[src/rtl/ysyx_25060170_pkg.sv]
// Shared types and constants for the NPC write-back unit.
package ysyx_25060170_pkg;

   localparam int XLEN     = 32;
   localparam int REG_AW   = 5;
   localparam int NUM_REGS = 32;

   // One EXU result waiting to be committed into the register file.
   typedef struct packed {
      logic [XLEN-1:0]   result;
      logic [REG_AW-1:0] rd;
      logic              wen;
      logic              trap;
   } wb_entry_t;

   localparam wb_entry_t ENTRY_ZERO = '{
      result: {XLEN{1'b0}},
      rd:     {REG_AW{1'b0}},
      wen:    1'b0,
      trap:   1'b0
   };

endpackage

[src/rtl/ysyx_25060170_wb_fifo.sv]
// In-order buffer of pending write-back entries. Besides the head it
// exposes every slot in age order (index 0 = oldest) with a valid mask
// so the owner can forward uncommitted results.
module ysyx_25060170_wb_fifo
   import ysyx_25060170_pkg::*;
#(
   parameter int DEPTH = 2
) (
   input  logic                  clk,
   input  logic                  rst,
   input  logic                  push,
   input  wb_entry_t             push_data,
   input  logic                  pop,
   input  logic                  flush,
   output logic                  full,
   output logic                  empty,
   output wb_entry_t             head,
   output wb_entry_t [DEPTH-1:0] entries,
   output logic      [DEPTH-1:0] valid_mask
);

   localparam int AW = (DEPTH > 1) ? $clog2(DEPTH) : 1;

   wb_entry_t       mem_r [DEPTH];
   logic [AW-1:0]   rd_ptr_r;
   logic [AW-1:0]   wr_ptr_r;
   logic [AW:0]     count_r;
   logic [AW:0]     count_next_s;
   logic [AW-1:0]   slot_s;

   assign full  = (count_r == (AW+1)'(DEPTH));
   assign empty = (count_r == {(AW+1){1'b0}});
   assign head  = mem_r[rd_ptr_r];

   // Occupancy bookkeeping for simultaneous push/pop.
   always_comb begin
      count_next_s = count_r;
      case ({push, pop})
         2'b10:   count_next_s = count_r + (AW+1)'(1);
         2'b01:   count_next_s = count_r - (AW+1)'(1);
         default: count_next_s = count_r;
      endcase
   end

   // Age-ordered view of the storage for the forwarding logic.
   always_comb begin
      slot_s = rd_ptr_r;
      for (int i = 0; i < DEPTH; i++) begin
         slot_s        = rd_ptr_r + AW'(i);
         entries[i]    = mem_r[slot_s];
         valid_mask[i] = ((AW+1)'(i) < count_r);
      end
   end

   // Storage and pointers; a flush drops everything, including a same-edge push.
   always_ff @(posedge clk or negedge rst) begin
      if (!rst) begin
         rd_ptr_r <= {AW{1'b0}};
         wr_ptr_r <= {AW{1'b0}};
         count_r  <= {(AW+1){1'b0}};
         for (int i = 0; i < DEPTH; i++) begin
            mem_r[i] <= ENTRY_ZERO;
         end
      end else if (flush) begin
         rd_ptr_r <= {AW{1'b0}};
         wr_ptr_r <= {AW{1'b0}};
         count_r  <= {(AW+1){1'b0}};
      end else begin
         if (push) begin
            mem_r[wr_ptr_r] <= push_data;
            wr_ptr_r        <= wr_ptr_r + AW'(1);
         end
         if (pop) begin
            rd_ptr_r <= rd_ptr_r + AW'(1);
         end
         count_r <= count_next_s;
      end
   end

endmodule

[src/rtl/ysyx_25060170_wbu.sv]
// Write-back unit: buffers EXU results, commits them in order into the
// 32x32 register file, forwards pending results to the read ports and
// halts the core after an ebreak commits.
module ysyx_25060170_wbu #(
   parameter int XLEN  = 32,
   parameter int DEPTH = 2
) (
   input  logic                                  clk,
   input  logic                                  rst,
   input  logic                                  in_valid_i,
   output logic                                  in_ready_o,
   input  logic [XLEN-1:0]                       in_result_i,
   input  logic [ysyx_25060170_pkg::REG_AW-1:0]  in_rd_i,
   input  logic                                  in_wen_i,
   input  logic                                  in_trap_i,
   input  logic                                  stall_i,
   input  logic [ysyx_25060170_pkg::REG_AW-1:0]  rs1_addr_i,
   input  logic [ysyx_25060170_pkg::REG_AW-1:0]  rs2_addr_i,
   output logic [XLEN-1:0]                       rs1_data_o,
   output logic [XLEN-1:0]                       rs2_data_o,
   output logic                                  retire_o,
   output logic                                  trap_o,
   output logic                                  halted_o
);

   import ysyx_25060170_pkg::*;

   wb_entry_t             push_data_s;
   wb_entry_t             head_s;
   wb_entry_t [DEPTH-1:0] entries_s;
   logic      [DEPTH-1:0] valid_mask_s;
   logic                  full_s;
   logic                  empty_s;
   logic                  push_s;
   logic                  pop_s;
   logic                  commit_wen_s;
   logic                  halted_r;
   logic [XLEN-1:0]       regs_r [NUM_REGS];

   // Read one port: x0 is hard zero, the youngest pending writer wins,
   // otherwise the architectural register.
   function automatic logic [XLEN-1:0] fwd_read(
      input logic [REG_AW-1:0]   addr,
      input logic [XLEN-1:0]     reg_val,
      input wb_entry_t [DEPTH-1:0] ents,
      input logic [DEPTH-1:0]    mask
   );
      logic [XLEN-1:0] data;
      data = reg_val;
      for (int i = 0; i < DEPTH; i++) begin
         if (mask[i] && ents[i].wen && (ents[i].rd == addr)) begin
            data = ents[i].result;
         end else begin
            data = data;
         end
      end
      if (addr == {REG_AW{1'b0}}) begin
         data = {XLEN{1'b0}};
      end else begin
         data = data;
      end
      return data;
   endfunction

   assign push_data_s = '{result: in_result_i, rd: in_rd_i, wen: in_wen_i, trap: in_trap_i};
   assign halted_o    = halted_r;

   // Handshake and commit control; ready depends only on stored state.
   always_comb begin
      in_ready_o   = !full_s && !halted_r;
      push_s       = in_valid_i && in_ready_o;
      pop_s        = !empty_s && !stall_i && !halted_r;
      retire_o     = pop_s;
      trap_o       = pop_s && head_s.trap;
      commit_wen_s = pop_s && head_s.wen && (head_s.rd != {REG_AW{1'b0}});
   end

   // Combinational read ports with forwarding from uncommitted entries.
   always_comb begin
      rs1_data_o = fwd_read(rs1_addr_i, regs_r[rs1_addr_i], entries_s, valid_mask_s);
      rs2_data_o = fwd_read(rs2_addr_i, regs_r[rs2_addr_i], entries_s, valid_mask_s);
   end

   // Architectural register file; x0 is never written.
   always_ff @(posedge clk or negedge rst) begin
      if (!rst) begin
         for (int i = 0; i < NUM_REGS; i++) begin
            regs_r[i] <= {XLEN{1'b0}};
         end
      end else if (commit_wen_s) begin
         regs_r[head_s.rd] <= head_s.result;
      end
   end

   // Sticky halt, set on the edge that commits a trap entry.
   always_ff @(posedge clk or negedge rst) begin
      if (!rst) begin
         halted_r <= 1'b0;
      end else if (trap_o) begin
         halted_r <= 1'b1;
      end
   end

   ysyx_25060170_wb_fifo #(
      .DEPTH (DEPTH)
   ) u_fifo (
      .clk        (clk),
      .rst        (rst),
      .push       (push_s),
      .push_data  (push_data_s),
      .pop        (pop_s),
      .flush      (trap_o),
      .full       (full_s),
      .empty      (empty_s),
      .head       (head_s),
      .entries    (entries_s),
      .valid_mask (valid_mask_s)
   );

endmodule

[config.mk]
export PLATFORM = sky130hd
export DESIGN_NAME = ysyx_25060170_wbu
export DESIGN_NICKNAME = d
export VERILOG_FILES = /design/src/rtl/ysyx_25060170_pkg.sv /design/src/rtl/ysyx_25060170_wb_fifo.sv /design/src/rtl/ysyx_25060170_wbu.sv
export SDC_FILE = /design/constraint.sdc
export NUM_CORES = 2
export LEC_CHECK = 0
export CORE_MARGIN = 5
export CORE_UTILIZATION = 40
export CTS_CLUSTER_DIAMETER = 200
export DETAILED_ROUTE_END_ITERATION = 10
export PLACE_DENSITY_LB_ADDON = 0.05
export SYNTH_ARGS = -nofsm -noshare
export SYNTH_HDL_FRONTEND = slang
export SYNTH_SLANG_ARGS = --single-unit
[constraint.sdc]
create_clock -name clk -period 4.46 [get_ports clk]
set_input_delay 0.892 -clock clk [delete_from_list [all_inputs] [get_ports clk]]
set_output_delay 0.892 -clock clk [all_outputs]
set_load 0.02 [all_outputs]
==> impl_metrics.tcl <==
set metrics [dict create \
    synth_flop_cell "dfrtp_1" \
    place.gp.congestion 0.8159 \
    cp-start-kind "input port" \
    synth_nets 5120 \
    seqPwrFrac 0.375 \
    syn2layout_area_growth_pct 21.28 \
    nFillCells 13030 \
    start_util 0.4031 \
    worst-setup-path-type "input port to primary output" \
    ant_nets 0 \
    pin_count 121 \
    grt_first_pass_wirelength_um 313800 \
    r2r_slack_ns 0.80 \
    cp_max_fo 8 \
    whs_ns 0.09384 \
    via_per_inst 5.920 \
    rr_worst_depth 9 \
    status "finished, final reports clean" \
    fmax_mhz 225.2 \
    die_h_um 390.5 \
    grt_pass1_vias 42910 \
    reg2reg_to "regs_r[553]$_DFFE_PN0P_" \
    crit_start "rs1_addr_i[3]" \
    vias 43010 \
    p_sw_w 0.01481 \
    post-dp-hpwl_um 137700 \
    reg2reg_from "u_fifo.rd_ptr_r$_DFFE_PN0P_" \
    ys_ff_latch 1107 \
    finalHoldViolations 0 \
    crit_buf_inv 5 \
    power_w 0.04106 \
    path_cells "buf_2 > nand3b_1 > buf_4 > buf_4 > buf_4 > o22ai_1 > or2_2 > a211oi_2 > a211oi_1 > a211oi_2 > dlygate4sd2_1" \
    seq_area_um2 27710 \
    synth_edf_count 0 \
    relSlewSlack 0.2705 \
    yosys_warnings 0 \
    netlist_area_um2 57900 \
    slew_viol_final 0 \
    clk_pin_slew_worst_paths_ns 0.05 \
    crit_arrival_ns 3.55 \
    hp-class "input port to async pin" \
    grt_overflow_total 0 \
    p_sw_frac 0.3606 \
    drt_wl_total_um 215800 \
    max-cap-violations 0 \
    min_period_over_period 0.9955 \
    path_common_cell "buf_4" \
    fin_nets 5305 \
    synth.area.top_cells "dfrtp_1 (48%), mux4_2 (19%), a21oi_1 (6.4%), nor2_1 (4.9%), mux2i_1 (3.5%)" \
    cp.depth 11 \
    rsz0062_at_grt "yes" \
    cts_tree "yes" \
    cellPowerDensity_nw_per_um2 584.7 \
    synth_area_leader_cell "dfrtp_1" \
    avgSynthCellArea_um2 11.43 \
    path_delay_family "buffers and inverters" \
    core_um2 143700 \
    drt_iter0_markers 3507 \
    grt_max_degree 130 \
    setup_violations 0 \
    worst_path_max_delay_cell "dlygate4sd2_1" \
    antenna_found_initial 4 \
    drc 0 \
    cts_buffers 135 \
    h-tree-depth 4 \
    ys_seq_area_frac 0.4784 \
    synth_top_area_frac 0.4784 \
    slowest_delay_ns 0.37 \
    vdd_drop_max_v 0.0004742 \
    multi_input_area_um2 28560 \
    pwr-share-clk 0.284 \
    tns_ns 0 \
    drive_gt1_frac 0.3103 \
    rows 139 \
    clk_latency_ns 0.77 \
    synthArstFlopShare 1.000 \
    cp_data_required_time_ns 3.57 \
    port_buffers 120 \
    end_kind "primary output" \
    cts.sinks 1107 \
    worst_pin_slew_ns 1.086 \
    internal_power_w 0.02625 \
    timing.final.crit_period_ns 4.440 \
    leakagePower_nw 30.66 \
    comb_power_share 0.340 \
    most-common-layout-cells "dfrtp_1 (1,106), nor2_1 (748), a21oi_1 (741)" \
    wire_per_inst_um 29.70 \
    fp.dieW_um 390.5 \
    syn_inst 5064 \
    fp.dieArea_um2 152500 \
    ys_types 52 \
    final_common_cell "dfrtp_1" \
    ctsRootBufferMaster "clkbuf_16" \
    finClkSkew_ns 0.03024 \
    firstDrtPassIters 6 \
    clockBufferDepth 3 \
    crit_end "rs1_data_o[26]" \
    grtUsageTotal 0.2819 \
]
## power groups by stage
stage	logic [W]	registers [W]	clock network, W
2_1_floorplan	0.00893	0.0146	0
6_report	0.0140	0.0154	0.0117
3_3_place_gp	0.0131	0.0154	0
3_5_place_dp	0.0133	0.0155	0
4_1_cts	0.0137	0.0153	0.0119
5_1_grt	0.0151	0.0158	0.0123
## flip-flops by register name (all words and copies together) (netlist names)
name / cells
u_fifo.mem_r: 78
u_fifo.count_r: 2
u_fifo.rd_ptr_r: 1
regs_r: 1024
u_fifo.wr_ptr_r: 1
halted_o: 1
## final cells by class
type                       count  area share
antenna                        2  0.00007127
clock buffer                 208     0.05928
clock inverter                39    0.007519
inverter                      36    0.001924
multi-input combinational   3360      0.4067
sequential                  1107      0.3945
tap                         1903     0.03391
timing repair buffer         609     0.09606
## cell usage after synthesis (5+ instances only)
cell type	instances
o21ai_0	226
inv_1	36
mux4_2	481
a221oi_1	31
a221o_1	31
clkbuf_1	371
o22ai_1	94
dfrtp_1	1107
or2_2	63
buf_2	150
nor3_1	9
nor2_4	6
buf_6	6
or3_1	9
buf_4	5
a21oi_1	743
nor2_1	750
a211oi_2	29
mux2_2	175
buf_1	29
a211oi_1	64
xnor2_1	17
o221ai_1	63
nor4_4	17
o21ai_1	33
xor2_1	5
mux2i_1	202
nand2_1	268
## worst min-delay path by stage
stage                             start                       end  slack, ns
2_1_floorplan  regs_r[1000]$_DFFE_PN0P_  regs_r[1000]$_DFFE_PN0P_       0.44
3_5_place_dp   regs_r[1002]$_DFFE_PN0P_  regs_r[1002]$_DFFE_PN0P_       0.38
3_3_place_gp   regs_r[1022]$_DFFE_PN0P_  regs_r[1022]$_DFFE_PN0P_       0.38
4_1_cts                             rst   regs_r[124]$_DFFE_PN0P_       0.08
6_report                            rst   regs_r[221]$_DFFE_PN0P_       0.09
5_1_grt                             rst   regs_r[124]$_DFFE_PN0P_       0.11
## cell families (layout without fill, tap and decap cells)
family	Yosys count	count (layout)	share of synthesized area
xor+xnor	22	22	0.003328
buf+inv	597	892	0.04304
compound gates	1320	1320	0.1318
mux	860	860	0.2567
flops	1107	1107	0.4784
fa+ha+maj	4	4	0.0008212
simple gates	1154	1154	0.08592
other cells	0	2	0
## metal layers
metal | part of all wire | vias to the layer above | track usage
met2 | 0.47 | 1406 | 0.4519
met5 | 0 | - | 0
met1 | 0.45 | 22370 | 0.4056
met3 | 0.065 | 245 | 0.05003
met4 | 0.020 | 0 | 0.06051
li1 | - | 18980 | -
## what timing repair did
item | in CTS | in global routing
endpoints found under the setup margin | 64 | 54
gates resized for setup | 234 | 100
cloned | 3 | 2
setup buffers | 19 | 25
pin swaps | 8 | 12
hold buffers | 0 | 0
## metrics by stage
step,area (um^2),setup WS [ns],cells,utilization
2_1_floorplan,57900,0.4833,5064,-
3_3_place_gp,64480,-0.6740,6966,0.4488
3_5_place_dp,64480,-0.6884,6966,0.4488
4_1_cts,69650,-0.08901,7235,0.4849
5_1_grt,70220,-0.09302,7262,0.4888
6_report,70220,0.01991,7264,0.4888
Power figures use the tool's default switching activity.
